`src/rtl/pe_action_table_loader_pkg.sv`:
```
// Shared types for the PE action table loader: widths, pid type, error and FSM state enums.
// Also holds the helper that classifies a header pid.
package pe_action_table_loader_pkg;

    localparam int PAT_ENTRY_W       = 48;
    localparam int PAT_CFG_W         = 16;
    localparam int PAT_RESERVED_PIDS = 2;
    localparam int PAT_TABLE_SIZE    = 8;

    typedef logic [3:0] pid_t;

    typedef enum logic [1:0] {
        PAT_ERR_NONE   = 2'd0,
        PAT_ERR_RSVD   = 2'd1,
        PAT_ERR_RANGE  = 2'd2,
        PAT_ERR_VERIFY = 2'd3
    } pat_load_err_e;

    typedef enum logic [1:0] {
        PAT_IDLE    = 2'd0,
        PAT_PAYLOAD = 2'd1,
        PAT_WRITE   = 2'd2,
        PAT_VERIFY  = 2'd3
    } pat_load_state_e;

    // Reserved pids are checked before the range, so pid 0/1 always report RSVD.
    function automatic pat_load_err_e pat_pid_class(input pid_t pid, input int table_size);
        int pid_i;
        pid_i = int'({28'd0, pid});
        if (pid_i < PAT_RESERVED_PIDS) return PAT_ERR_RSVD;
        if (pid_i >= table_size)       return PAT_ERR_RANGE;
        return PAT_ERR_NONE;
    endfunction

endpackage

```
`src/rtl/pe_action_table_loader.sv`:
```
// Config-bus loader for the PE action table: header + payload words in, one table write out,
// followed by a combinational readback check that yields load_done or load_err.
module pe_action_table_loader
    import pe_action_table_loader_pkg::*;
#(
    parameter int CFG_W    = PAT_CFG_W,
    parameter int ENTRY_W  = PAT_ENTRY_W,
    parameter int PAT_SIZE = PAT_TABLE_SIZE
) (
    input  logic               clk,
    input  logic               rst_n,
    // Handshake: a word moves on a rising edge where cfg_valid & cfg_ready are both high;
    // cfg_data must be stable while cfg_valid is high and the word has not yet moved.
    input  logic               cfg_valid,
    output logic               cfg_ready,
    input  logic [CFG_W-1:0]   cfg_data,
    output logic               tbl_write_en,
    output logic [ENTRY_W-1:0] tbl_w_entry,
    output pid_t               tbl_pid,
    input  logic [ENTRY_W-1:0] tbl_entry,
    output logic               busy,
    output logic               load_done,
    output logic               load_err,
    output logic [1:0]         err_code,
    output pat_load_state_e    dbg_state
);

    localparam int NWORDS = (ENTRY_W + CFG_W - 1) / CFG_W;
    localparam int SR_W   = NWORDS * CFG_W;
    localparam int CNT_W  = $clog2(NWORDS + 1);
    localparam logic [CNT_W-1:0] CNT_LAST = CNT_W'(NWORDS - 1);

    pat_load_state_e  state_q, state_d;
    pid_t             pid_q;
    pat_load_err_e    class_q;
    pat_load_err_e    code_q;
    pat_load_err_e    fin_code;
    logic [CNT_W-1:0] cnt_q;
    logic [SR_W-1:0]  sr_q;
    logic             ready_int;
    logic             hs;

    assign cfg_ready   = ready_int & rst_n;
    assign hs          = cfg_valid & cfg_ready;
    assign tbl_pid     = pid_q;
    assign tbl_w_entry = sr_q[ENTRY_W-1:0];
    assign busy        = (state_q != PAT_IDLE);
    assign dbg_state   = state_q;
    // The finishing code is visible alongside its pulse, then held from code_q.
    assign err_code    = (load_done | load_err) ? fin_code : code_q;

    always_comb begin
        state_d      = state_q;
        ready_int    = 1'b0;
        tbl_write_en = 1'b0;
        load_done    = 1'b0;
        load_err     = 1'b0;
        fin_code     = PAT_ERR_NONE;
        case (state_q)
            PAT_IDLE: begin
                ready_int = 1'b1;
                if (cfg_valid) state_d = PAT_PAYLOAD;
            end
            PAT_PAYLOAD: begin
                ready_int = 1'b1;
                if (cfg_valid && cnt_q == CNT_LAST) begin
                    if (class_q == PAT_ERR_NONE) begin
                        state_d = PAT_WRITE;
                    end else begin
                        load_err = 1'b1;
                        fin_code = class_q;
                        state_d  = PAT_IDLE;
                    end
                end
            end
            PAT_WRITE: begin
                tbl_write_en = 1'b1;
                state_d      = PAT_VERIFY;
            end
            PAT_VERIFY: begin
                if (tbl_entry == tbl_w_entry) begin
                    load_done = 1'b1;
                end else begin
                    load_err = 1'b1;
                    fin_code = PAT_ERR_VERIFY;
                end
                state_d = PAT_IDLE;
            end
            default: state_d = PAT_IDLE;
        endcase
    end

    always_ff @(posedge clk or negedge rst_n) begin
        if (!rst_n) begin
            state_q <= PAT_IDLE;
        end else begin
            state_q <= state_d;
        end
    end

    // Payload shifts in from the top, so after NWORDS words the first one sits at bit 0.
    always_ff @(posedge clk or negedge rst_n) begin
        if (!rst_n) begin
            pid_q   <= '0;
            class_q <= PAT_ERR_NONE;
            cnt_q   <= '0;
            sr_q    <= '0;
        end else if (hs) begin
            if (state_q == PAT_IDLE) begin
                pid_q   <= cfg_data[3:0];
                class_q <= pat_pid_class(cfg_data[3:0], PAT_SIZE);
                cnt_q   <= '0;
            end else begin
                sr_q  <= (sr_q >> CFG_W) | (SR_W'(cfg_data) << (SR_W - CFG_W));
                cnt_q <= cnt_q + 1'b1;
            end
        end
    end

    always_ff @(posedge clk or negedge rst_n) begin
        if (!rst_n) begin
            code_q <= PAT_ERR_NONE;
        end else if (load_done || load_err) begin
            code_q <= fin_code;
        end
    end

endmodule

```
`config.mk`:
```
export PLATFORM = sky130hd
export DESIGN_NAME = pe_action_table_loader
export DESIGN_NICKNAME = d
export VERILOG_FILES = /design/src/rtl/pe_action_table_loader_pkg.sv /design/src/rtl/pe_action_table_loader.sv
export SDC_FILE = /design/constraint.sdc
export NUM_CORES = 1
export LEC_CHECK = 0
export CAP_MARGIN = 20
export CORE_UTILIZATION = 26
export DETAILED_ROUTE_END_ITERATION = 8
export GPL_TIMING_DRIVEN = 0
export HOLD_SLACK_MARGIN = 0.1
export PLACE_DENSITY = 0.57
export SETUP_SLACK_MARGIN = 0.2
export SYNTH_ARGS = -nofsm -noshare
export SYNTH_HDL_FRONTEND = slang
export SYNTH_SLANG_ARGS = --single-unit
```
`constraint.sdc`:
```
create_clock -name clk -period 1.8 [get_ports clk]
set_input_delay 0.36 -clock clk [delete_from_list [all_inputs] [get_ports clk]]
set_output_delay 0.36 -clock clk [all_outputs]
set_load 0.005 [all_outputs]
```
==> results.ini <==
[synth]
netlist_instances = 230
synth_top_area_share_pct = 51.7
post-synth-top-area-cell = dfrtp_1
synth_seq_cells = 60
syn_avg_cell_area_um2 = 12.6
synthTopCellsByArea = dfrtp_1 52%, mux2_2 15%, xnor2_1 14%
seq_area_frac_synth_pct = 51.7
ys_types = 27
synth_nets = 298
syn-cell-area_mm2 = 0.00291
yosysWarnings = 0

[sta]
fin_crit_sh_pct = 136
worst_pin_slew_ns = 0.341
fin_worst_skew_ns = 0.00900
finalHoldWorstSlack_ns = -0.0892
setup_tns_ns = -2.53
relSlewSlack_pct = 77.3
final-hold-violation-count = 60
finalCriticalPeriod_ns = 2.46
setup-violations-final = 6
clock.fmax_mhz = 407
slew_violations = 0
fin_ws_ns = -0.657
rsz0062_at_grt = yes

[final_layout]
nFillCells = 1024
areaGrowthSynthToFinish_pct = 78.6
post-route-cell-area_mm2 = 0.00519
n_antenna_cell = 0
drive_above_1_share_pct = 38.9
layout_commonest_cell = dfrtp_1
final_cell_mix = 57 x dfrtp_1, 56 x clkdlybuf4s50_1, 46 x buf_4, 43 x xnor2_1, 39 x mux2_2
nNetsFinal = 502

[drt]
drtAntennaViolNets = 0
drc = 0
vias = 2496
wl_per_cell_um = 16.2
drtIter0Drc = 75
wl_mm = 9.34
vias_per_cell = 4.33
first_pass_iters = 4

[setup_path]
arrival_ns = 2.10
worst-path-buf-inv = 3
reg2reg_to = code_q[1]
crit_chain = clkdlybuf4s50_1 -> xnor2_1 -> nand4_1 -> nor4_4 -> a31o_4 -> buf_6 -> nand3_2 -> buf_2
r2r_start = tbl_w_entry[8]
slowest_delay_ns = 0.42
crit_type = in -> out
r2r_slack_ns = -0.10
ff2ff_path_depth = 8
path_delay_family = buffers and inverters
cp-end-kind = output port
slowest_stage = clkdlybuf4s50_1
crit_required_ns = 1.44
worstPathMaxFanout = 3
start_kind = input port

[place]
port_buffers = 127
post-dp-hpwl_mm = 6.22
finalWeightedCongestion = 0.727
placed_area_mm2 = 0.00437

[clock_tree]
ctsHtreeMaxLevel = 3
root_buffer = clkbuf_8
clkTransAtPathRegs_ns = 0.06
cts_sinks = 60
insertion_delay_ns = 0.33
cts_buffer_depth = 2
cts_buffers = 9
cts_tree = done

[grt]
overflow = 0
grt_usage_pct = 16.6
grt_max_degree = 62
grt_antenna_before_repair = 0
grt_pass1_wl_mm = 13.9
first_global_vias = 2575

[power_and_ir_drop]
p_per_area_mw_per_mm2 = 1550
p_leak_nw = 2.49
p_int_w = 0.00541
p_total_w = 0.00806
comb_power_share_pct = 55.2
ir_worst_vdd_mv = 0.556
pwr-share-clk_pct = 12.6
power_switching_share_pct = 32.8
p_switching_w = 0.00265
power.share.sequential_pct = 32.2

[flow_run]
cap_violations = 0

[run_status]
violations = hold timing, setup timing
outcome = complete, but fails checks

[die]
die_area_mm2 = 0.0116
fp-row-count = 38
dieHeight_um = 108
initial_core_util_pct = 26.7
io-pin-count = 128
core-area_mm2 = 0.0109
die_w_um = 108

[worst_hold_path]
hold_class = in -> async

-- synth_stat cells --
master,n
mux2_4,9
nand4_1,12
a21oi_1,1
clkbuf_1,1
o21ai_0,3
or2_0,1
nand2_1,23
nand3_1,7
nor3_1,1
a31o_2,1
xnor2_1,48
nand2_2,1
inv_1,2
o41ai_2,1
or2_2,1
dfrtp_1,60
nor2_1,4
a21o_1,1
nor4_1,3
nand3_2,1
nor3b_1,1
buf_6,2
nand2b_1,1
buf_2,4
nor2b_4,1
ha_1,1
mux2_2,39
-- power by group through the flow --
stage / combinational (W) / sequential (W) / clock, W
after floorplan: 0.00150 / 0.00268 / 0
after global placement: 0.00333 / 0.00279 / 0
after detailed placement: 0.00335 / 0.00281 / 0
after CTS: 0.00436 / 0.00260 / 0.00105
after global routing: 0.00481 / 0.00269 / 0.00111
final: 0.00445 / 0.00260 / 0.00101
-- cells by family (layout without fill, tap and decap cells) --
family / after synthesis / after routing / synth area share [%]
flops: 60 / 60 / 51.7
xor+xnor: 48 / 48 / 14.5
fa+ha+maj: 1 / 1 / 0.430
compound gates: 7 / 7 / 1.81
buf+inv: 9 / 216 / 1.85
simple gates: 57 / 57 / 10.0
mux: 48 / 48 / 19.8
-- routing by layer --
metal  part of all wire [%]  GRT usage [%]  vias to the layer above
met5                      0              0                        -
li1                       -              -                     1211
met3                    5.9           4.78                        6
met2                     50           28.5                       74
met4                   0.73           4.11                        0
met1                     43           20.3                     1205
-- stage by stage --
stage          utilization (%)  hold WS, ns  setup slack, ns  std cells
2_1_floorplan                -       0.0644            0.189        230
3_3_place_gp              40.2        0.467            -2.57        497
3_5_place_dp              40.1        0.461           -0.981        497
4_1_cts                   46.1      -0.0918           -0.669        567
5_1_grt                   47.7      -0.0949           -0.725        577
6_report                  47.7      -0.0892           -0.657        577
-- worst reg2reg max path: cells and delay by family, from the launching register on --
family / cells / cell delay [ns]
compound gates: 1 / 0.23
xor+xnor: 1 / 0.27
buf+inv: 3 / 0.28
flops: 1 / 0.39
simple gates: 3 / 0.60
-- final cells by class --
type / instances / area, um^2 / area share (%)
Buffer: 7 / 73.8 / 1.42
Clock buffer: 11 / 141 / 2.72
Clock inverter: 3 / 15.0 / 0.289
Inverter: 2 / 7.51 / 0.145
Multi-Input combinational cell: 161 / 1480 / 28.5
Sequential cell: 60 / 1510 / 29.0
Tap cell: 140 / 175 / 3.37
Timing Repair Buffer: 193 / 1790 / 34.6
-- sequential cells by signal, summed over array words and instances, names as in the netlist, named ones only --
register and cells:
tbl_w_entry 48, tbl_pid 4, class_q 2, cnt_q 2, code_q 2, dbg_state 1
-- how the worst max path moves through the flow --
stage	start	endpoint	slack, ns	cells past startpoint
floorplan	tbl_w_entry[17]	err_code[0]	0.19	5
global placement	rst_n	tbl_w_entry[34]	-2.57	6
detailed placement	tbl_entry[47]	err_code[1]	-0.98	7
CTS	tbl_w_entry[27]	err_code[1]	-0.67	7
global route	tbl_entry[8]	err_code[1]	-0.72	8
finish	tbl_entry[8]	err_code[1]	-0.66	8
-- repair_timing --
action / in CTS / in global routing
pin swaps: 9 / 15
setup buffers: 56 / 10
resized for setup: 120 / 40
endpoints found under the hold margin: 60 / 60
endpoints found under the setup margin: 111 / 26
Power figures use the tool's default switching activity.
